## src/rtl/fetch_unit_if.sv

```systemverilog
// ---------------------------------------------------------------------------
// fetch_unit_if
// Bundle of the fetch stage's control, memory and decode-facing signals.
//   slave  modport : used by fetch_unit (consumes control, drives outputs)
//   master modport : used by the surrounding logic / bench
// Signals: fetch, fetchSrc[1:0], extend, stall, flush, branch, branchPc[AW],
//          imemData[16] (from memory), imemAddr[AW] (to memory),
//          instr[32], instrValid, pc[AW], busy.
// Optional: EPC_EN adds epc[AW] (address of interrupted instruction).
// ---------------------------------------------------------------------------
interface fetch_unit_if #(
  parameter int AW = 32
);
  logic          fetch;
  logic [1:0]    fetchSrc;
  logic          extend;
  logic          stall;
  logic          flush;
  logic          branch;
  logic [AW-1:0] branchPc;
  logic [15:0]   imemData;
  logic [AW-1:0] imemAddr;
  logic [31:0]   instr;
  logic          instrValid;
  logic [AW-1:0] pc;
  logic          busy;
`ifdef EPC_EN
  logic [AW-1:0] epc;

  modport slave (
    input  fetch, fetchSrc, extend, stall, flush, branch, branchPc, imemData,
    output imemAddr, instr, instrValid, pc, busy, epc
  );
  modport master (
    output fetch, fetchSrc, extend, stall, flush, branch, branchPc, imemData,
    input  imemAddr, instr, instrValid, pc, busy, epc
  );
`else
  modport slave (
    input  fetch, fetchSrc, extend, stall, flush, branch, branchPc, imemData,
    output imemAddr, instr, instrValid, pc, busy
  );
  modport master (
    output fetch, fetchSrc, extend, stall, flush, branch, branchPc, imemData,
    input  imemAddr, instr, instrValid, pc, busy
  );
`endif
endinterface

```

## src/rtl/fetch_unit.sv

```systemverilog
// ---------------------------------------------------------------------------
// fetch_unit
// PC / instruction-fetch stage. Loads the fetch pointer from a reset or
// interrupt vector held in instruction memory, then fetches sequential
// 16/32-bit instructions (bit 15 of the first word marks a 32-bit one) from
// 16-bit-wide memory and presents them to decode with a valid flag.
// Ports:
//   clk  - rising-edge clock
//   rst  - asynchronous active-low reset
//   bus  - fetch_unit_if.slave (control inputs, memory port, decode outputs)
// Parameters: AW (address width), RST_VEC / INT_VEC (vector word addresses).
// Optional feature macro: EPC_EN (adds bus.epc, the exception return PC).
// ---------------------------------------------------------------------------
module fetch_unit #(
  parameter int          AW      = 32,
  parameter int unsigned RST_VEC = 32'd0,
  parameter int unsigned INT_VEC = 32'd2
) (
  input  logic          clk,
  input  logic          rst,
  fetch_unit_if.slave   bus
);

  typedef enum logic [1:0] {
    S_NORM = 2'd0,
    S_EXT  = 2'd1,
    S_VLO  = 2'd2,
    S_VHI  = 2'd3
  } state_e;

  localparam logic [AW-1:0] ONE = {{(AW-1){1'b0}}, 1'b1};

  state_e        state_q, state_d;
  logic [AW-1:0] ptr_q, ptr_d;
  logic [AW-1:0] pc_q, pc_d;
  logic [31:0]   instr_q, instr_d;
  logic          valid_q, valid_d;
  logic [15:0]   hi_q, hi_d;
  logic [15:0]   lo_q, lo_d;
  logic          vec_int_q, vec_int_d;
  logic          ext_q, ext_d;
  logic [AW-1:0] vec_base_s;
  logic [AW-1:0] addr_s;
`ifdef EPC_EN
  logic [AW-1:0] epc_q, epc_d;
`endif

  assign vec_base_s = vec_int_q ? AW'(INT_VEC) : AW'(RST_VEC);

  // Memory address: the pointer while fetching code, the vector slot while loading.
  always_comb begin
    addr_s = ptr_q;
    case (state_q)
      S_NORM:  addr_s = ptr_q;
      S_EXT:   addr_s = ptr_q;
      S_VLO:   addr_s = vec_base_s;
      S_VHI:   addr_s = vec_base_s + ONE;
      default: addr_s = ptr_q;
    endcase
  end

  // Next-state logic; priority fetch > branch > flush > stall > advance.
  always_comb begin
    state_d   = state_q;
    ptr_d     = ptr_q;
    pc_d      = pc_q;
    instr_d   = instr_q;
    valid_d   = valid_q;
    hi_d      = hi_q;
    lo_d      = lo_q;
    vec_int_d = vec_int_q;
    ext_d     = ext_q;
`ifdef EPC_EN
    epc_d     = epc_q;
`endif
    if (bus.fetch) begin
      vec_int_d = (bus.fetchSrc == 2'b01);
      ext_d     = bus.extend;
      state_d   = S_VLO;
      valid_d   = 1'b0;
`ifdef EPC_EN
      // In EXT the pointer already moved past the half-fetched first word.
      if (bus.fetchSrc == 2'b01) begin
        epc_d = (state_q == S_EXT) ? (ptr_q - ONE) : ptr_q;
      end else begin
        epc_d = epc_q;
      end
`endif
    end else if (bus.branch) begin
      ptr_d   = bus.branchPc;
      state_d = S_NORM;
      valid_d = 1'b0;
    end else if (bus.flush) begin
      valid_d = 1'b0;
      // Drop the partial 32-bit instruction and refetch its first word.
      if (state_q == S_EXT) begin
        ptr_d   = ptr_q - ONE;
        state_d = S_NORM;
      end else begin
        ptr_d   = ptr_q;
      end
    end else if (bus.stall) begin
      state_d = state_q;
    end else begin
      case (state_q)
        S_NORM: begin
          ptr_d = ptr_q + ONE;
          if (bus.imemData[15]) begin
            hi_d    = bus.imemData;
            state_d = S_EXT;
            valid_d = 1'b0;
          end else begin
            instr_d = {16'h0000, bus.imemData};
            pc_d    = ptr_q;
            valid_d = 1'b1;
          end
        end
        S_EXT: begin
          instr_d = {hi_q, bus.imemData};
          pc_d    = ptr_q - ONE;
          valid_d = 1'b1;
          ptr_d   = ptr_q + ONE;
          state_d = S_NORM;
        end
        S_VLO: begin
          valid_d = 1'b0;
          if (ext_q) begin
            lo_d    = bus.imemData;
            state_d = S_VHI;
          end else begin
            ptr_d   = AW'(bus.imemData);
            state_d = S_NORM;
          end
        end
        S_VHI: begin
          valid_d = 1'b0;
          ptr_d   = AW'({bus.imemData, lo_q});
          state_d = S_NORM;
        end
        default: begin
          state_d = S_NORM;
          valid_d = 1'b0;
        end
      endcase
    end
  end

  // State and datapath registers.
  always_ff @(posedge clk or negedge rst) begin
    if (!rst) begin
      state_q   <= S_NORM;
      ptr_q     <= {AW{1'b0}};
      pc_q      <= {AW{1'b0}};
      instr_q   <= 32'h0000_0000;
      valid_q   <= 1'b0;
      hi_q      <= 16'h0000;
      lo_q      <= 16'h0000;
      vec_int_q <= 1'b0;
      ext_q     <= 1'b0;
    end else begin
      state_q   <= state_d;
      ptr_q     <= ptr_d;
      pc_q      <= pc_d;
      instr_q   <= instr_d;
      valid_q   <= valid_d;
      hi_q      <= hi_d;
      lo_q      <= lo_d;
      vec_int_q <= vec_int_d;
      ext_q     <= ext_d;
    end
  end

`ifdef EPC_EN
  // Exception return address register.
  always_ff @(posedge clk or negedge rst) begin
    if (!rst) begin
      epc_q <= {AW{1'b0}};
    end else begin
      epc_q <= epc_d;
    end
  end

  assign bus.epc = epc_q;
`endif

  assign bus.imemAddr   = addr_s;
  assign bus.instr      = instr_q;
  assign bus.instrValid = valid_q;
  assign bus.pc         = pc_q;
  assign bus.busy       = (state_q == S_VLO) || (state_q == S_VHI);

endmodule

```

## src/flat_wrapper.sv

```systemverilog
// flat-port wrapper written by rule: the top's interface ports become plain ports
module fetch_unit_flat 
#(
  parameter int          AW      = 32,
  parameter int unsigned RST_VEC = 32'd0,
  parameter int unsigned INT_VEC = 32'd2
)
  (clk, rst, bus_fetch, bus_fetchSrc, bus_extend, bus_stall, bus_flush, bus_branch, bus_branchPc, bus_imemData, bus_imemAddr, bus_instr, bus_instrValid, bus_pc, bus_busy);
  fetch_unit_if #(.AW(AW)) bus_i ();
  input  logic clk;
  input  logic rst;
  input wire logic [$bits(bus_i.fetch)-1:0] bus_fetch;
  input wire logic [$bits(bus_i.fetchSrc)-1:0] bus_fetchSrc;
  input wire logic [$bits(bus_i.extend)-1:0] bus_extend;
  input wire logic [$bits(bus_i.stall)-1:0] bus_stall;
  input wire logic [$bits(bus_i.flush)-1:0] bus_flush;
  input wire logic [$bits(bus_i.branch)-1:0] bus_branch;
  input wire logic [$bits(bus_i.branchPc)-1:0] bus_branchPc;
  input wire logic [$bits(bus_i.imemData)-1:0] bus_imemData;
  output wire logic [$bits(bus_i.imemAddr)-1:0] bus_imemAddr;
  output wire logic [$bits(bus_i.instr)-1:0] bus_instr;
  output wire logic [$bits(bus_i.instrValid)-1:0] bus_instrValid;
  output wire logic [$bits(bus_i.pc)-1:0] bus_pc;
  output wire logic [$bits(bus_i.busy)-1:0] bus_busy;
  assign bus_i.fetch = bus_fetch;
  assign bus_i.fetchSrc = bus_fetchSrc;
  assign bus_i.extend = bus_extend;
  assign bus_i.stall = bus_stall;
  assign bus_i.flush = bus_flush;
  assign bus_i.branch = bus_branch;
  assign bus_i.branchPc = bus_branchPc;
  assign bus_i.imemData = bus_imemData;
  assign bus_imemAddr = bus_i.imemAddr;
  assign bus_instr = bus_i.instr;
  assign bus_instrValid = bus_i.instrValid;
  assign bus_pc = bus_i.pc;
  assign bus_busy = bus_i.busy;
  fetch_unit #(.AW(AW), .RST_VEC(RST_VEC), .INT_VEC(INT_VEC)) u_core (.clk(clk), .rst(rst), .bus(bus_i));
endmodule
```

## config.mk

```make
export PLATFORM = sky130hd
export DESIGN_NAME = fetch_unit_flat
export DESIGN_NICKNAME = d
export VERILOG_FILES = /design/src/rtl/fetch_unit_if.sv /design/src/rtl/fetch_unit.sv /design/src/flat_wrapper.sv
export SDC_FILE = /design/constraint.sdc
export NUM_CORES = 1
export LEC_CHECK = 0
export CAP_MARGIN = 40
export CORE_ASPECT_RATIO = 0.75
export CORE_MARGIN = 1
export CORE_UTILIZATION = 53
export CTS_CLUSTER_SIZE = 40
export DETAILED_ROUTE_END_ITERATION = 6
export PLACE_DENSITY = 0.83
export SLEW_MARGIN = 20
export SYNTH_ARGS = -nofsm -noshare
export SYNTH_HDL_FRONTEND = slang
export SYNTH_SLANG_ARGS = --single-unit
```

## constraint.sdc

```tcl
create_clock -name clk -period 2.97 [get_ports clk]
set_input_delay 0.4455 -clock clk [delete_from_list [all_inputs] [get_ports clk]]
set_output_delay 0.4455 -clock clk [all_outputs]
set_load 0.005 [all_outputs]
```

* After elaboration in Yosys (flattened, before gate mapping)
Cells that the tools add are included. Widths: inputs -> output; s select.
Word-level totals: register bits 133, latch bits 0, RAM bits 0, ROM bits 0, word-level logic and storage cells 64, memories kept 0
Operators by class: add/sub/neg operators 3, multiply operators 0, divide/modulo/power cells 0, magnitude comparators 0, equality and inequality tests 11, shift-type cells 0, mux-type cells 26, bitwise logic cells 4, reductions and logical operators 11
Operator list (count):
- $mux 32 | 7
- $pmux 32 s3 | 2
- $pmux 32 s2 | 2
- $add 32x1->32 const B | 2
- $sub 32x1->32 const B | 1
- $reduce_and 6->1 | 3
- $mux 2 | 8
- $ne 4x2->1 const B | 2
- $ne 3x1->1 const B | 2
- $pmux 2 s3 | 1
- $reduce_or 2->1 | 3
- $mux 1 | 5
- $ne 5x5->1 const B | 1
- $eq 2x1->1 const B | 2
- $eq 2x2->1 const B | 2
- $ne 4x4->1 const B | 1
- $not 1->1 | 4
- $reduce_and 4->1 | 1
- $pmux 1 s3 | 1
- $reduce_and 3->1 | 1
- $logic_not 2->1 | 1
- $ne 2x2->1 const B | 1
- $reduce_bool 2->1 | 1
- $logic_or 1x1->1 | 1

* Depth between registers and ports, before layout
Gate-level depths: netlist of run 1.
depth after elaboration 7, gate-level depth with buffers 10

* Worst setup path before layout of run 1
No wires, ideal clock.
path type register -> register, start reg u_core.ptr_q[0], end reg u_core.pc_q[14], in the netlist u_core.bus.pc[14], library setup time 0.133 ns, arrival 2.074 ns, setup slack 0.763 ns, stages on the path, launching flop included 9, buffers on the path 0, cell sequence dfrtp_1 -> inv_1 -> ha_1 -> nor4b_4 -> nand3_1 -> nor2_1 -> mux2_2 -> o22ai_1 -> o21ai_0
Between the ends: longest elaborated chain between the ends 2
RTL lines:
- from (decl) | RTL line fetch_unit.sv:34 | logic [AW-1:0] ptr_q, ptr_d;
- from (signal assigned) | RTL line fetch_unit.sv:152 | ptr_q <= {AW{1'b0}};
- from (signal assigned) | RTL line fetch_unit.sv:162 | ptr_q <= ptr_d;
- $sub 32x1->32 | RTL line fetch_unit.sv:120 | pc_d = ptr_q - ONE;
- $pmux 32 s2 | RTL line fetch_unit.sv:105 | case (state_q)
- to (signal assigned) | RTL line fetch_unit.sv:153 | pc_q <= {AW{1'b0}};
- to (signal assigned) | RTL line fetch_unit.sv:163 | pc_q <= pc_d;
- to (decl) | RTL line fetch_unit.sv:35 | logic [AW-1:0] pc_q, pc_d;
No other way between the ends. A chain may end at the register's enable or synchronous reset.

* Worst setup path after layout of run 1
start reg u_core.state_q[1], end out bus_imemAddr[0]
Between the ends: longest elaborated chain between the ends 3, elaborated cells between the ends (all ways) 6, classes of those cells eq/ne (3); mux (1); reduce/logical (2)
RTL lines:
- from (decl) | RTL line fetch_unit.sv:33 | state_e state_q, state_d;
- from (signal assigned) | RTL line fetch_unit.sv:161 | state_q <= state_d;
- $eq 2x1->1 / $logic_not 2->1 (equally long branches) | RTL line fetch_unit.sv:53 | case (state_q)
- $reduce_or 2->1 (no source line)
- $pmux 32 s3 (*) | RTL line fetch_unit.sv:53
- to (decl) | RTL line flat_wrapper.sv:20 | output wire logic [$bits(bus_i.imemAddr)-1:0] bus_imemAddr;
Every way passes the cells marked *; elsewhere a longest branch is shown, timed or not.

==> results.sh, run 1 <==
export IMPL_drv_slew=0
export IMPL_status="complete, but fails checks"
export IMPL_cpPeakStageDelay_ns=0.75
export IMPL_drtIter0Drc=1045
export IMPL_cts_buffer_depth=2
export IMPL_post_cts_resized=0
export IMPL_final_setup_viol_count=0
export IMPL_syn_cell_area_um2=8228
export IMPL_max_cap_violations=0
export IMPL_yosys_area_top_type="dfrtp_1"
export IMPL_num_rows=39
export IMPL_holdWs_ns=-0.004981
export IMPL_hold_buffers=0
export IMPL_hold_class="in -> async"
export IMPL_cts_sinks=133
export IMPL_routedWlPerCell_um=20.86
export IMPL_final_nets=1095
export IMPL_antenna_found_initial=0
export IMPL_io_pins=155
export IMPL_die_area_um2=16030
export IMPL_cts_setup_buffers=0
export IMPL_synthTopCellsByArea="dfrtp_1 40%, mux2_2 7.7%, nand2_1 4.2%"
export IMPL_n_antenna_cell=0
export IMPL_fin_crit_ns=2.699
export IMPL_start_util_pct=54.22
export IMPL_fin_tns_setup_ns=0
export IMPL_insertion_delay_ns=0.43
export IMPL_synth_edf_count=0
export IMPL_end_kind="output port"
export IMPL_cts_root_buffer="clkbuf_16"
export IMPL_ys_flop_type="dfrtp_1"
export IMPL_cp_arrival_ns=2.25
export IMPL_yosysTopAreaCellShare_pct=40.45
export IMPL_num_vias=7983
export IMPL_slew_headroom_pct=46.87
export IMPL_via_per_inst=6.376
export IMPL_place_gp_congestion=0.9621
export IMPL_drt_wl_total_mm=26.12
export IMPL_startpoint_type="flop"
export IMPL_cp_data_required_time_ns=2.52
export IMPL_port_buffers=154
export IMPL_critical_path_cell_chain="nand2_1, o21ai_0, clkdlybuf4s50_1"
export IMPL_final_cell_mix="153 x clkdlybuf4s50_1, 131 x dfrtp_1, 93 x nand2_1"
export IMPL_ys_warn_count=0
export IMPL_syn_area_per_cell_um2=9.032
export IMPL_yosysSeqAreaShare_pct=40.45
export IMPL_power_density_nw_per_um2=573.4
export IMPL_die_y_um=109.9
export IMPL_p_leak_nw=4.170
export IMPL_cts_tree="built"
export IMPL_cts_clk_slew_worst_paths_ns=0.06
export IMPL_coreArea_um2=15180
export IMPL_max_vdd_ir_drop_v=0.0004511
export IMPL_cts_buffers=17
export IMPL_yosysUniqueCellTypes=74
export IMPL_async_reset_ff_share_pct=100.0
export IMPL_area_growth_pct=27.89
export IMPL_crit_fanout=28
export IMPL_drtAntennaViolNets=0
export IMPL_htree_levels=4
export IMPL_worst_pin_slew_ns=0.7870
export IMPL_dpl_hpwl_mm=17.90
export IMPL_synth_nets=970
export IMPL_path_delay_family="flip-flops"
export IMPL_die_w_um=145.9
export IMPL_rsz0062_at_grt="false"
export IMPL_final_common_cell="clkdlybuf4s50_1"
export IMPL_final_layout_size_suffix_gt1_share_pct=14.90
export IMPL_critPathSlowestCell="dfrtp_2"
export IMPL_path_buf_inv=1
export IMPL_grt_start_max_net_pins=60
export IMPL_drcViolationCount=0
export IMPL_violations="hold timing"
export IMPL_skew_ns=0.01024
export IMPL_postSynthCellCount=911
export IMPL_critPathKind="reg -> out"
export IMPL_clock_fmax_mhz=370.5
export IMPL_fin_crit_sh_pct=90.87
export IMPL_overflow=0
export IMPL_grt_pass1_vias=7552
export IMPL_dr_pass1_iters=5
export IMPL_yosys_register_bits=133
export IMPL_track_usage_pct=33.28
export IMPL_hold_viol_final=2
export IMPL_grt_pass1_wl_mm=40.85
## worst reg2reg max path: stages (launching register included)
cell	delay [ns]
dfrtp_1	0.46
inv_1	0.17
ha_1	0.29
or4b_1	0.66
nor2_1	0.29
nand2_1	0.10
xnor2_1	0.13
a221oi_1	0.24
o21ai_0	0.13
## state kept, by name (all words and copies together) (netlist names)
name / count
u_core.ptr_q: 32
u_core.ext_q: 1
u_core.state_q: 2
u_core.hi_q: 16
u_core.bus.instrValid: 1
u_core.lo_q: 16
u_core.bus.instr: 32
u_core.bus.pc: 32
u_core.vec_int_q: 1
## logic make-up after synthesis
kind of cell,synth area share [%]
buffers and inverters,5.368
xor gates and xnor gates,4.471
AOI/OAI and AO/OA,17.88
DFF,40.45
and+or+nand+nor,22.16
adders and majority gates,0.3041
muxes,9.367
## routing by layer
metal / up-vias / global-route usage [%] / wire length, um
met2: 538 / 49.90 / 11600
li1: 3551 / - / -
met4: 0 / 16.17 / 886
met3: 85 / 6.639 / 2667
met1: 3809 / 46.31 / 10970
met5: - / 0 / 0
## synth_stat cells, types with 5 or more instances
| library cell | instances |
|---|---|
| nor3_1 | 23 |
| o311ai_0 | 5 |
| a221oi_1 | 9 |
| a22o_1 | 20 |
| nand3_1 | 28 |
| o31ai_1 | 5 |
| clkbuf_1 | 59 |
| nor3b_1 | 5 |
| buf_2 | 17 |
| a22oi_1 | 5 |
| nand2b_1 | 6 |
| o22ai_1 | 19 |
| a21oi_1 | 36 |
| and3_1 | 5 |
| buf_1 | 7 |
| nor4_1 | 13 |
| xor2_1 | 21 |
| mux2_2 | 56 |
| and2_1 | 5 |
| o21ai_0 | 64 |
| a211oi_1 | 6 |
| nand4_1 | 19 |
| a32oi_1 | 5 |
| nor2b_1 | 28 |
| mux2i_1 | 14 |
| o211ai_1 | 12 |
| nor2_1 | 69 |
| nand2_1 | 93 |
| o21ai_1 | 7 |
| inv_1 | 14 |
| xnor2_1 | 21 |
| dfrtp_1 | 133 |
## report_power, final
group          switching (mW)  leakage (nW)  internal, mW  total [mW]
clock                   0.829         0.250          1.10        1.93
combinational           0.709          2.20         0.852        1.56
sequential              0.422          1.72          2.12        2.54
## area by class of cell
| class | instances | area, um2 |
|---|---|---|
| clock buffer | 19 | 452.9 |
| inverter | 14 | 52.55 |
| clock inverter | 11 | 78.83 |
| sequential | 133 | 3331 |
| fill | 1129 | 4653 |
| multi-input combinational | 675 | 4463 |
| tap | 205 | 256.5 |
| timing repair buffer | 195 | 1888 |
## through the flow
step                      total power, mW  instance area (um2)  instances  util, %  setup slack, ns
after floorplan                     3.323                 8228        911        -           0.7628
after global placement              4.021                 9983       1221    65.78           0.2294
after detailed placement            4.077                 9991       1222    65.83           0.1818
after CTS                           6.004                10520       1252    69.34           0.3316
after global routing                6.288                10520       1252    69.34           0.2245
final                               6.033                10520       1252    69.34           0.2710
## path summary, 6_finish.rpt
kind / cells past startpoint / to / slack (ns) / from
worst max-delay path: 3 / bus_imemAddr[0] / 0.27 / u_core.state_q[1]
worst min-delay path: 1 / u_core.bus.pc[21] / -0.005 / rst
worst max register to register: 8 / u_core.ptr_q[8] / 0.37 / u_core.ptr_q[0]
worst min register to register: 2 / u_core.bus.pc[19] / 0.47 / u_core.bus.pc[19]
max in group asynchronous: 2 / u_core.lo_q[4] / 2.23 / rst
min in group clk: 2 / u_core.bus.pc[19] / 0.47 / u_core.bus.pc[19]
Note: power is estimated with default switching activity, not from simulation.
==> run 2, diff against run 1 <==
Settings changed: PLACE_DENSITY 0.83 to 0.8.
==> results.sh, run 2 (synthesis results as in run 1) <==
export IMPL_setup_slack_ns=0.3212
export IMPL_grt_pass1_vias=7106
export IMPL_worst_pin_slew_ns=0.7124
export IMPL_overflow=0
export IMPL_end_kind="flop"
export IMPL_internal_power_mw=4.157
export IMPL_cts_tree="built"
export IMPL_hold_class="in -> async"
export IMPL_post_cts_resized=0
export IMPL_cts_buffers=17
export IMPL_final_cell_mix="153 x clkdlybuf4s50_1, 131 x dfrtp_1, 93 x nand2_1"
export IMPL_crit_fanout=8
export IMPL_max_cap_violations=0
export IMPL_cts_clk_slew_worst_paths_ns=0.06
export IMPL_fin_crit_sh_pct=89.19
export IMPL_skew_ns=0.007984
export IMPL_cp_arrival_ns=2.96
export IMPL_seq_power_share_pct=41.2
export IMPL_routedWlPerCell_um=20.43
export IMPL_cts_setup_buffers=0
export IMPL_drcViolationCount=2
export IMPL_holdWs_ns=0.0007104
export IMPL_post_place_cells=1224
export IMPL_start_util_pct=54.22
export IMPL_p_sw_share_pct=32.22
export IMPL_startpoint_type="flop"
export IMPL_violations="DRC"
export IMPL_final_common_cell="clkdlybuf4s50_1"
export IMPL_slew_headroom_pct=51.84
export IMPL_max_vdd_ir_drop_v=0.0004242
export IMPL_die_w_um=145.9
export IMPL_dpl_worst_slack_ns=0.3022
export IMPL_hold_viol_final=0
export IMPL_insertion_delay_ns=0.43
export IMPL_rsz0062_at_grt="false"
export IMPL_dpl_hpwl_mm=17.55
export IMPL_final_setup_viol_count=0
export IMPL_cp_data_required_time_ns=3.28
export IMPL_die_y_um=109.9
export IMPL_cts_root_buffer="clkbuf_16"
export IMPL_drtAntennaViolNets=0
export IMPL_regToRegSetupSlack_ns=0.32
export IMPL_hold_buffers=0
export IMPL_power_density_nw_per_um2=580.1
export IMPL_drtIter0Drc=893
export IMPL_antenna_found_initial=0
export IMPL_cts_buffer_depth=2
export IMPL_area_growth_pct=28.50
export IMPL_fin_tns_setup_ns=0
export IMPL_pwr_share_comb_pct=25.5
export IMPL_clock_fmax_mhz=377.5
export IMPL_cts_sinks=133
export IMPL_drt_wl_total_mm=25.66
export IMPL_num_rows=39
export IMPL_pwr_share_clk_pct=33.4
export IMPL_final_nets=1097
export IMPL_grt_start_max_net_pins=64
export IMPL_p_sw_mw=1.976
export IMPL_final_layout_size_suffix_gt1_share_pct=15.03
export IMPL_die_area_um2=16030
export IMPL_coreArea_um2=15180
export IMPL_place_gp_congestion=0.9246
export IMPL_p_leak_nw=4.201
export IMPL_dr_pass1_iters=7
export IMPL_n_antenna_cell=0
export IMPL_htree_levels=4
export IMPL_grt_pass1_wl_mm=40.08
export IMPL_fin_crit_ns=2.649
export IMPL_via_per_inst=6.317
export IMPL_track_usage_pct=32.66
export IMPL_num_vias=7934
export IMPL_instances_no_fill=1256
export IMPL_drv_slew=0
export IMPL_port_buffers=154
export IMPL_final_util_pct=69.67
export IMPL_io_pins=155
export IMPL_critPathKind="reg -> reg"
export IMPL_status="complete, but fails checks"
==> run 2: cell count changes in the layout (fill, tap and decap cells not counted) <==
cell,change
inv_8,+1
inv_6,+1
clkbuf_8,-1
clkinvlp_4,-1
bufinv_16,+1
buf_4,+2
clkbuf_1,+2
clkinv_4,+1
clkinv_2,-2
==> run 2: worst max-delay path: stages (launching register included) <==
cell and delay [ns]:
dfrtp_1 0.47, inv_1 0.17, ha_1 0.27, or4b_1 0.65, nor2_1 0.28, nand2_1 0.12, xnor2_1 0.14, a221oi_1 0.28
o21ai_0 0.13
==> run 2: area by class of cell <==
cell class                      count  area [um2]
Clock buffer                       20       446.7
Clock inverter                     12       120.1
Fill cell                        1161        4603
Inverter                           14       52.55
Multi-Input combinational cell    675        4463
Sequential cell                   133        3331
Tap cell                          205       256.5
Timing Repair Buffer              197        1903
==> run 2: metal layers <==
| layer | GRT usage, % | vias to the layer above | share of wire [%] |
|---|---|---|---|
| met5 | 0 | - | 0 |
| met4 | 12.48 | 0 | 3.0 |
| met3 | 6.017 | 72 | 9.7 |
| met2 | 48.63 | 512 | 44 |
| met1 | 47.20 | 3797 | 44 |
| li1 | - | 3553 | - |
==> run 2: through the flow <==
| step | total power, mW | cell area (um2) |
|---|---|---|
| finish | 6.133 | 10570 |
| global route | 6.403 | 10570 |
| CTS | 6.119 | 10570 |
| detailed placement | 4.075 | 10010 |
| global placement | 4.028 | 10010 |
| floorplan | 3.323 | 8228 |
==> run 2: path summary, 6_finish.rpt <==
check,from,endpoint,depth (start not counted)
min in group clk,u_core.hi_q[15],u_core.hi_q[15],1
max in group asynchronous,rst,u_core.bus.instr[8],2
worst min register to register,u_core.hi_q[15],u_core.hi_q[15],1
worst max register to register,u_core.ptr_q[0],u_core.ptr_q[8],8
worst min-delay path,rst,u_core.bus.pc[17],1
worst max-delay path,u_core.ptr_q[0],u_core.ptr_q[8],8
==> run 2: power groups by stage <==
stage                     clock (mW)  sequential [mW]  combinational, mW
after floorplan                    0             2.32               1.00
after global placement             0             2.52               1.51
after detailed placement           0             2.54               1.54
after CTS                       2.06             2.51               1.55
after global routing            2.15             2.57               1.69
final                           2.05             2.52               1.56
==> run 3, diff against run 2 <==
Settings changed: CORE_ASPECT_RATIO 0.75 to default.
==> results.sh, run 3 (synthesis results as in run 1) <==
export IMPL_hold_buffers=0
export IMPL_fin_crit_ns=2.596
export IMPL_hold_viol_final=0
export IMPL_cpPeakStageDelay_ns=0.64
export IMPL_final_nets=1098
export IMPL_worst_pin_slew_ns=0.8174
export IMPL_critical_path_cell_chain="inv_1, ha_1, or4b_1, nor2_1, nand2_1, xnor2_1, a221oi_1, o21ai_0"
export IMPL_final_cell_mix="153 x clkdlybuf4s50_1, 131 x dfrtp_1, 93 x nand2_1"
export IMPL_htree_levels=4
export IMPL_path_delay_family="simple AND/OR/NAND/NOR gates"
export IMPL_critPathKind="reg -> reg"
export IMPL_routedWlPerCell_um=20.80
export IMPL_max_vdd_ir_drop_v=0.0004585
export IMPL_crit_fanout=8
export IMPL_p_leak_nw=4.229
export IMPL_die_y_um=126.6
export IMPL_post_cts_resized=0
export IMPL_cp_data_required_time_ns=3.28
export IMPL_highest_layer="met4"
export IMPL_die_w_um=126.6
export IMPL_rsz0062_at_grt="false"
export IMPL_slew_headroom_pct=44.74
export IMPL_m1WireLength_mm=10.76
export IMPL_wl_met3_mm=2.065
export IMPL_cp_arrival_ns=2.90
export IMPL_io_pins=155
export IMPL_drtIter0Drc=897
export IMPL_post_place_cells=1208
export IMPL_area_growth_pct=28.85
export IMPL_cts_clk_slew_worst_paths_ns=0.07
export IMPL_fin_tns_setup_ns=0
export IMPL_startpoint_type="flop"
export IMPL_skew_ns=0.007521
export IMPL_drt_wl_total_mm=25.79
export IMPL_drv_slew=0
export IMPL_status="finished, final reports clean"
export IMPL_track_usage_pct=33.49
export IMPL_place_gp_congestion=0.9108
export IMPL_cts_buffers=17
export IMPL_final_setup_viol_count=0
export IMPL_cts_buffer_depth=2
export IMPL_met2_length_mm=12.01
export IMPL_dpl_hpwl_mm=17.73
export IMPL_n_antenna_cell=0
export IMPL_dr_pass1_iters=5
export IMPL_power_mw=6.304
export IMPL_fin_crit_sh_pct=87.40
export IMPL_path_buf_inv=1
export IMPL_antenna_found_initial=0
export IMPL_instances_no_fill=1240
export IMPL_clock_fmax_mhz=385.3
export IMPL_critPathSlowestCell="or4b_1"
export IMPL_rr_worst_depth=8
export IMPL_start_util_pct=54.12
export IMPL_num_vias=7822
export IMPL_cts_setup_buffers=0
export IMPL_coreArea_um2=15200
export IMPL_cts_tree="built"
export IMPL_final_layout_size_suffix_gt1_share_pct=15.30
export IMPL_overflow=0
export IMPL_worst_path_stages=8
export IMPL_cts_root_buffer="clkbuf_16"
export IMPL_hold_class="in -> async"
export IMPL_drtAntennaViolNets=0
export IMPL_grt_start_max_net_pins=64
export IMPL_via_per_inst=6.308
export IMPL_port_buffers=154
export IMPL_grt_pass1_wl_mm=41.12
export IMPL_drcViolationCount=0
export IMPL_grt_pass1_vias=7437
export IMPL_die_area_um2=16030
export IMPL_final_common_cell="clkdlybuf4s50_1"
export IMPL_insertion_delay_ns=0.44
export IMPL_cts_sinks=133
export IMPL_num_rows=45
export IMPL_end_kind="flop"
export IMPL_max_cap_violations=0
export IMPL_power_density_nw_per_um2=594.7
==> run 3: area by class of cell <==
cell class	instances	area [um2]
timing repair buffer	198	1911
multi-input combinational	675	4463
inverter	14	52.55
tap	188	235.2
fill	1212	4601
clock inverter	15	183.9
clock buffer	17	425.4
sequential	133	3331
==> run 3: metal layers <==
layer | GRT usage, % | vias to the layer above
met5 | 0 | -
met4 | 14.88 | 0
met3 | 7.971 | 72
met2 | 51.74 | 418
met1 | 44.96 | 3765
li1 | - | 3567
==> run 3: path summary, 6_finish.rpt <==
check / startpoint / slack, ns / to
max: u_core.ptr_q[0] / 0.37 / u_core.ptr_q[8]
min: rst / 0.002 / u_core.ptr_q[19]
max reg2reg: u_core.ptr_q[0] / 0.37 / u_core.ptr_q[8]
min reg2reg: u_core.bus.pc[13] / 0.48 / u_core.bus.pc[13]
max in group asynchronous: rst / 2.17 / u_core.ptr_q[26]
min in group clk: u_core.bus.pc[13] / 0.48 / u_core.bus.pc[13]
==> run 3: worst reg2reg max path, stage by stage (launching register included) <==
cell and delay (ns):
dfrtp_1 0.47, inv_1 0.16, ha_1 0.29, or4b_1 0.64
nor2_1 0.26, nand2_1 0.10, xnor2_1 0.13, a221oi_1 0.27
o21ai_0 0.14
==> run 3: power by group <==
| part | internal (mW) | switching (mW) | total [mW] |
|---|---|---|---|
| Clock | 1.28 | 0.937 | 2.21 |
| Sequential | 2.12 | 0.406 | 2.53 |
| Combinational | 0.859 | 0.704 | 1.56 |
| Total | 4.26 | 2.05 | 6.30 |
==> run 3: metrics by stage <==
step / setup WS (ns) / utilization [%] / instance area (um2) / hold WS, ns
after floorplan: 0.7628 / - / 8228 / 0.1499
after global placement: 0.2268 / 65.73 / 9992 / 0.4537
after detailed placement: 0.1890 / 65.73 / 9992 / 0.4620
after CTS: 0.3819 / 69.74 / 10600 / 0.02323
after global routing: 0.2357 / 69.74 / 10600 / 0.04703
final: 0.3743 / 69.74 / 10600 / 0.002436
